**config.mk**
```make
export PLATFORM = sky130hd
export DESIGN_NAME = drive_z_corr_scheduler_flat
export DESIGN_NICKNAME = d
export VERILOG_FILES = /design/src/rtl/drive_z_corr_scheduler_pkg.sv /design/src/rtl/drive_z_corr_scheduler_if.sv /design/src/rtl/drive_z_corr_scheduler_fifo.sv /design/src/rtl/drive_z_corr_scheduler.sv /design/src/flat_wrapper.sv
export SDC_FILE = /design/constraint.sdc
export NUM_CORES = 1
export LEC_CHECK = 0
export CORE_ASPECT_RATIO = 1.1
export CORE_MARGIN = 4
export CORE_UTILIZATION = 61
export CTS_BUF_LIST = sky130_fd_sc_hd__clkbuf_4 sky130_fd_sc_hd__clkbuf_8 sky130_fd_sc_hd__clkbuf_16
export CTS_CLUSTER_DIAMETER = 100
export CTS_CLUSTER_SIZE = 25
export DETAILED_ROUTE_END_ITERATION = 6
export PLACE_DENSITY = 0.9
export SLEW_MARGIN = 20
export SYNTH_ARGS = -nofsm -noshare
export SYNTH_HDL_FRONTEND = slang
export SYNTH_SLANG_ARGS = --single-unit
```
**constraint.sdc**
```tcl
create_clock -name clk -period 7.5 [get_ports clk]
set_input_delay 0.75 -clock clk [delete_from_list [all_inputs] [get_ports clk]]
set_output_delay 0.75 -clock clk [all_outputs]
set_load 0.02 [all_outputs]
```
**src/rtl/drive_z_corr_scheduler_pkg.sv**
```systemverilog
// Shared types and default widths for the drive-circuit Z-correction scheduler.
package drive_ctrl_pkg;

  localparam int NUM_QUBIT_PER_BANK        = 16;
  localparam int QUBIT_ADDR_WIDTH_PER_BANK = 4;
  localparam int DUR_WIDTH                 = 8;
  localparam int FIFO_DEPTH                = 4;
  localparam int FIFO_AW                   = $clog2(FIFO_DEPTH);

  typedef enum logic [2:0] {
    ST_IDLE    = 3'd0,
    ST_LOAD    = 3'd1,
    ST_CORR    = 3'd2,
    ST_RELEASE = 3'd3,
    ST_FIN     = 3'd4
  } sched_state_e;

  typedef struct packed {
    logic [QUBIT_ADDR_WIDTH_PER_BANK-1:0] qubit;
    logic [DUR_WIDTH-1:0]                 duration;
  } z_corr_req_t;

  // A zero-length window is served as a single cycle.
  function automatic logic [DUR_WIDTH-1:0] eff_duration(input logic [DUR_WIDTH-1:0] dur);
    return (dur == '0) ? DUR_WIDTH'(1) : dur;
  endfunction

endpackage

```
**src/rtl/drive_z_corr_scheduler_if.sv**
```systemverilog
// Request/status bundle between the instruction table and the Z-correction scheduler.
interface drive_z_corr_scheduler_if;
  import drive_ctrl_pkg::*;

  logic                                 req_valid;
  logic [QUBIT_ADDR_WIDTH_PER_BANK-1:0] req_qubit;
  logic [DUR_WIDTH-1:0]                 req_duration;
  logic                                 req_ready;
  logic                                 abort;
  logic [QUBIT_ADDR_WIDTH_PER_BANK-1:0] qubit_sel;
  logic                                 local_is_read_env_fin;
  logic                                 glb_is_read_env_fin;
  logic                                 busy;
  logic [NUM_QUBIT_PER_BANK-1:0]        pending;
  logic                                 dup_err;

  modport master (
    output req_valid, req_qubit, req_duration, abort,
    input  req_ready, qubit_sel, local_is_read_env_fin, glb_is_read_env_fin,
           busy, pending, dup_err
  );

  modport slave (
    input  req_valid, req_qubit, req_duration, abort,
    output req_ready, qubit_sel, local_is_read_env_fin, glb_is_read_env_fin,
           busy, pending, dup_err
  );

endinterface

```
**src/rtl/drive_z_corr_scheduler_fifo.sv**
```systemverilog
// Request queue: pointers carry one extra wrap bit so full and empty are distinguishable.
module z_corr_req_fifo
  import drive_ctrl_pkg::*;
#(
  parameter  int DEPTH = FIFO_DEPTH,
  localparam int AW    = $clog2(DEPTH)
) (
  input  logic        clk,
  input  logic        rst,
  input  logic        push_i,
  input  z_corr_req_t push_data_i,
  input  logic        pop_i,
  output z_corr_req_t pop_data_o,
  input  logic        flush_i,
  output logic        full_o,
  output logic        empty_o,
  output logic [AW:0] count_o
);

  z_corr_req_t mem_q [DEPTH];
  logic [AW:0] wr_ptr_q;
  logic [AW:0] rd_ptr_q;
  logic        do_push;
  logic        do_pop;

  assign do_push = push_i && !full_o && !flush_i;
  assign do_pop  = pop_i && !empty_o && !flush_i;

  // NOTE: state uses non-blocking assignments so every register samples pre-edge values.
  always_ff @(posedge clk or negedge rst) begin
    if (!rst) begin
      wr_ptr_q <= '0;
      rd_ptr_q <= '0;
    end else if (flush_i) begin
      wr_ptr_q <= '0;
      rd_ptr_q <= '0;
    end else begin
      if (do_push) wr_ptr_q <= wr_ptr_q + (AW+1)'(1);
      if (do_pop)  rd_ptr_q <= rd_ptr_q + (AW+1)'(1);
    end
  end

  // NOTE: storage is not reset; an entry is only read after it has been written.
  always_ff @(posedge clk) begin
    if (do_push) mem_q[wr_ptr_q[AW-1:0]] <= push_data_i;
  end

  assign pop_data_o = mem_q[rd_ptr_q[AW-1:0]];
  assign count_o    = wr_ptr_q - rd_ptr_q;
  assign empty_o    = (wr_ptr_q == rd_ptr_q);
  assign full_o     = (wr_ptr_q[AW] != rd_ptr_q[AW]) &&
                      (wr_ptr_q[AW-1:0] == rd_ptr_q[AW-1:0]);

endmodule

```
**src/rtl/drive_z_corr_scheduler.sv**
```systemverilog
// Per-bank Z-correction sequencer: queues one request per qubit and opens one
// correction window at a time, pulsing glb_is_read_env_fin when the queue drains.
module drive_z_corr_scheduler
  import drive_ctrl_pkg::*;
(
  input logic                     clk,
  input logic                     rst,
  drive_z_corr_scheduler_if.slave bus
);

  sched_state_e                         state_q, state_d;
  logic [DUR_WIDTH-1:0]                 cnt_q, cnt_d;
  logic [QUBIT_ADDR_WIDTH_PER_BANK-1:0] qubit_sel_q, qubit_sel_d;
  logic [NUM_QUBIT_PER_BANK-1:0]        pending_q, pending_d;
  logic                                 dup_err_q, dup_err_d;

  logic             fifo_push, fifo_pop, fifo_full, fifo_empty;
  logic [FIFO_AW:0] fifo_count;
  z_corr_req_t      push_entry, head;
  logic             req_take, req_is_dup, load_next;

  // A request reaching a non-full queue is either queued or flagged as a duplicate.
  assign req_take   = bus.req_valid && !fifo_full;
  assign req_is_dup = req_take && pending_q[bus.req_qubit];
  assign fifo_push  = req_take && !pending_q[bus.req_qubit] && !bus.abort;
  assign push_entry = '{qubit: bus.req_qubit, duration: bus.req_duration};

  z_corr_req_fifo #(.DEPTH(FIFO_DEPTH)) u_fifo (
    .clk         (clk),
    .rst         (rst),
    .push_i      (fifo_push),
    .push_data_i (push_entry),
    .pop_i       (fifo_pop),
    .pop_data_o  (head),
    .flush_i     (bus.abort),
    .full_o      (fifo_full),
    .empty_o     (fifo_empty),
    .count_o     (fifo_count)
  );

  // NOTE: every always_comb output gets a default first so no latch is inferred.
  always_comb begin
    state_d     = state_q;
    cnt_d       = cnt_q;
    qubit_sel_d = qubit_sel_q;
    pending_d   = pending_q;
    fifo_pop    = 1'b0;
    load_next   = 1'b0;
    dup_err_d   = req_is_dup && !bus.abort;

    unique case (state_q)
      ST_IDLE:    load_next = !fifo_empty;
      ST_LOAD:    state_d = ST_CORR;
      ST_CORR: begin
        cnt_d = cnt_q - DUR_WIDTH'(1);
        if (cnt_q == DUR_WIDTH'(1)) state_d = ST_RELEASE;
      end
      ST_RELEASE: begin
        pending_d[qubit_sel_q] = 1'b0;
        if (!fifo_empty) load_next = 1'b1;
        else             state_d   = ST_FIN;
      end
      ST_FIN:     state_d = ST_IDLE;
      default:    state_d = ST_IDLE;
    endcase

    if (load_next) begin
      fifo_pop    = 1'b1;
      qubit_sel_d = head.qubit;
      cnt_d       = eff_duration(head.duration);
      state_d     = ST_LOAD;
    end

    if (fifo_push) pending_d[bus.req_qubit] = 1'b1;

    // Abort drops everything in flight but leaves qubit_sel at its last value.
    if (bus.abort) begin
      state_d     = ST_IDLE;
      cnt_d       = '0;
      pending_d   = '0;
      fifo_pop    = 1'b0;
      qubit_sel_d = qubit_sel_q;
    end
  end

  always_ff @(posedge clk or negedge rst) begin
    if (!rst) begin
      state_q     <= ST_IDLE;
      cnt_q       <= '0;
      qubit_sel_q <= '0;
      pending_q   <= '0;
      dup_err_q   <= 1'b0;
    end else begin
      state_q     <= state_d;
      cnt_q       <= cnt_d;
      qubit_sel_q <= qubit_sel_d;
      pending_q   <= pending_d;
      dup_err_q   <= dup_err_d;
    end
  end

  assign bus.req_ready             = !fifo_full;
  assign bus.qubit_sel             = qubit_sel_q;
  assign bus.local_is_read_env_fin = (state_q == ST_CORR);
  assign bus.glb_is_read_env_fin   = (state_q == ST_FIN);
  assign bus.busy                  = (state_q != ST_IDLE) || (fifo_count != '0);
  assign bus.pending               = pending_q;
  assign bus.dup_err               = dup_err_q;

endmodule

```
**src/flat_wrapper.sv**
```systemverilog
// flat-port wrapper written by rule: the top's interface ports become plain ports
module drive_z_corr_scheduler_flat import drive_ctrl_pkg::*;
  (clk, rst, bus_req_valid, bus_req_qubit, bus_req_duration, bus_abort, bus_req_ready, bus_qubit_sel, bus_local_is_read_env_fin, bus_glb_is_read_env_fin, bus_busy, bus_pending, bus_dup_err);
  drive_z_corr_scheduler_if bus_i ();
  input logic clk;
  input logic rst;
  input wire logic [$bits(bus_i.req_valid)-1:0] bus_req_valid;
  input wire logic [$bits(bus_i.req_qubit)-1:0] bus_req_qubit;
  input wire logic [$bits(bus_i.req_duration)-1:0] bus_req_duration;
  input wire logic [$bits(bus_i.abort)-1:0] bus_abort;
  output wire logic [$bits(bus_i.req_ready)-1:0] bus_req_ready;
  output wire logic [$bits(bus_i.qubit_sel)-1:0] bus_qubit_sel;
  output wire logic [$bits(bus_i.local_is_read_env_fin)-1:0] bus_local_is_read_env_fin;
  output wire logic [$bits(bus_i.glb_is_read_env_fin)-1:0] bus_glb_is_read_env_fin;
  output wire logic [$bits(bus_i.busy)-1:0] bus_busy;
  output wire logic [$bits(bus_i.pending)-1:0] bus_pending;
  output wire logic [$bits(bus_i.dup_err)-1:0] bus_dup_err;
  assign bus_i.req_valid = bus_req_valid;
  assign bus_i.req_qubit = bus_req_qubit;
  assign bus_i.req_duration = bus_req_duration;
  assign bus_i.abort = bus_abort;
  assign bus_req_ready = bus_i.req_ready;
  assign bus_qubit_sel = bus_i.qubit_sel;
  assign bus_local_is_read_env_fin = bus_i.local_is_read_env_fin;
  assign bus_glb_is_read_env_fin = bus_i.glb_is_read_env_fin;
  assign bus_busy = bus_i.busy;
  assign bus_pending = bus_i.pending;
  assign bus_dup_err = bus_i.dup_err;
  drive_z_corr_scheduler u_core (.clk(clk), .rst(rst), .bus(bus_i));
endmodule
```
==> impl_metrics.py <==
metrics = {
    "status": {
        "status": "completed",
    },
    "placed_design": {
        "dp_hpwl_um": 5910,
        "place_area_mm2": 0.00455,
        "place.gp.congestion": 0.867,
        "port_buffers": 40,
    },
    "timing": {
        "fmax_mhz": 264,
        "max_slew_margin_pct": 30.9,
        "slew_violations": 0,
        "clock_skew_ps": 14.6,
        "min_period_ps": 3780,
        "period_share_pct": 50.5,
        "final_hold_viol_count": 0,
        "setup-violations-final": 0,
        "rsz0062_at_grt": "no",
        "tightest_slew_ps": 1030,
        "finalSetupTns_ps": 0,
    },
    "logic_synthesis": {
        "synth_flop_cell": "edfxtp_1",
        "synth_area_leaders": "edfxtp_1 35%, dfrtp_1 23%, mux4_2 7.1%",
        "ys_top_cells_by_count": "48 x edfxtp_1, 38 x dfrtp_1, 26 x nand2_1",
        "synth-edff-count": 48,
        "ys_seq_area_share_pct": 58.0,
        "yosys.area.top_type": "edfxtp_1",
        "ys_ff_latch": 86,
        "synth_fp_nets": 340,
        "async_reset_ff_share_pct": 44.2,
        "syn_area_mm2": 0.00412,
        "yosysWarnings": 0,
        "synth_area_per_cell_um2": 13.1,
        "synth.top_cell.area_share_pct": 35.0,
        "synth_most_common_cell": "edfxtp_1",
        "synthCells": 314,
        "synth_cell_type_count": 54,
    },
    "route": {
        "avgRoutedWirePerCell_um": 19.5,
        "drc_errors": 0,
        "vias_per_cell": 6.49,
        "detail-route-antenna-nets": 0,
        "vias": 2828,
        "dr.first_iter.drc_count": 226,
        "wirelength_um": 8520,
        "dr.pass1.iters": 5,
    },
    "global_routing": {
        "grt_max_degree": 39,
        "grt_use_total_pct": 22.8,
        "grt_pass1_wl_um": 14000,
        "grt_pass1_vias": 2801,
        "antenna_found_initial": 0,
        "overflow": 0,
    },
    "clock_tree": {
        "clock_tree.buffer_depth": 2,
        "cts_sinks": 86,
        "cts_resized": 0,
        "cts_tree": "built",
        "ctsRootBufferMaster": "clkbuf_8",
        "numCtsBuffers": 9,
        "h-tree-depth": 3,
        "clk_latency_ps": 360,
        "cts_setup_buffers": 0,
        "clkTransAtPathRegs_ps": 90,
        "cts_hold_buf": 0,
    },
    "worst_setup_path": {
        "worstPathRequired_ps": 7470,
        "critPathLaunchType": "input port",
        "slowest_delay_ps": 950,
        "path_max_fanout": 20,
        "arrival_ps": 3760,
        "slowest_stage": "clkdlybuf4s50_1",
        "critPathKind": "in2reg",
        "crit_buf_inv": 1,
        "worstPathCellList": "clkdlybuf4s50_1 > mux2_1 > mux4_2 > nor3_4 > o21ai_2 > nor2_1",
        "end_kind": "register",
        "crit_family": "simple AND/OR/NAND/NOR gates",
    },
    "die": {
        "die_width_um": 86.4,
        "row_count": 31,
        "coreArea_mm2": 0.00659,
        "die_area_mm2": 0.00814,
        "initial_core_util_pct": 62.5,
        "io_pins": 41,
        "fp.dieH_um": 94.2,
    },
    "run": {
        "cap_violations": 0,
    },
    "layout": {
        "fin_util_pct": 71.8,
        "drive_above_1_share_pct": 12.4,
        "nNetsFinal": 375,
        "syn2layout_area_growth_pct": 14.8,
        "stdcell_area_mm2": 0.00473,
        "diodes": 0,
    },
    "power_and_ir_drop": {
        "power_mw": 1.38,
        "peakVddDrop_v": 0.000211,
        "cellPowerDensity_mw_per_mm2": 292,
        "p_leak_nw": 1.73,
    },
    "min_path": {
        "hold_class": "in2async",
    },
}
[worst register-to-register path: cells and delay by family, from the launching register on]
kind                       cells  cell delay, ps
AOI/OAI and AO/OA              3             730
adders and majority gates      1             400
DFF                            1             900
and+or+nand+nor                2             980
[registers in the layout, indices dropped and copies added, names as in the netlist]
signal / cells
u_core.bus.dup_err: 1
u_core.bus.pending: 16
u_core.bus.qubit_sel: 4
u_core.cnt_q: 8
u_core.state_q: 3
u_core.u_fifo.mem_q: 48
u_core.u_fifo.rd_ptr_q: 3
u_core.u_fifo.wr_ptr_q: 3
[cell families after synthesis]
kind of cell / share of synthesized area (%)
simple gates: 13.5
flops: 58.0
compound gates: 9.35
mux: 10.8
buf+inv: 2.52
xor+xnor: 2.55
fa+ha+maj: 3.22
[placed cells by master, fill, tap and decap left out, types with 7 or more instances in the layout]
cell and count:
edfxtp_1 48, clkdlybuf4s50_1 39, dfrtp_1 38, nand2_1 26, nor2_1 17, nand3_1 13, mux4_2 13, nor3_1 9
ha_1 9, clkbuf_8 9, o21ai_1 8, a32o_1 8, inv_1 7
[per-layer routing]
layer / vias up / track usage [%] / routed length (um)
met5: - / 0 / 0
met4: 0 / 10.1 / 210
met3: 22 / 4.04 / 607
met2: 122 / 35.3 / 4250
met1: 1422 / 31.7 / 3460
li1: 1262 / - / -
[worst paths after layout]
kind	start	end	slack, ps	cells past startpoint
min in group clk	u_core.bus.pending[3]	u_core.bus.pending[3]	550	1
worst min register to register	u_core.bus.pending[3]	u_core.bus.pending[3]	550	1
worst max register to register	u_core.u_fifo.rd_ptr_q[0]	u_core.u_fifo.mem_q[3][9]	4110	6
worst min-delay path	rst	u_core.u_fifo.wr_ptr_q[1]	500	1
worst max-delay path	bus_req_qubit[1]	u_core.u_fifo.mem_q[3][9]	3720	6
max in group asynchronous	rst	u_core.bus.pending[4]	6460	1
[area by class of cell]
type | instances | area (um2)
inverters | 8 | 30.0
clock inverters | 7 | 53.8
repair buffers | 41 | 403
well taps | 82 | 103
multi-input cells | 203 | 1630
flip-flops and latches | 86 | 2390
clock buffers | 9 | 124
fillers | 444 | 1860
[stage by stage]
| step | cells | worst slack [ps] | hold slack (ps) |
|---|---|---|---|
| global route | 436 | 3520 | 566 |
| detailed placement | 420 | 3390 | 539 |
| finish | 436 | 3720 | 503 |
| CTS | 436 | 3710 | 522 |
| floorplan | 314 | 4630 | 454 |
| global placement | 420 | 3470 | 536 |
[power breakdown]
part	internal [mW]	switching, mW	leakage [nW]	total [mW]
registers	0.546	0.0959	0.946	0.642
clock network	0.124	0.172	0.0948	0.296
logic	0.209	0.236	0.685	0.445
Note: power is estimated with default switching activity, not from simulation.
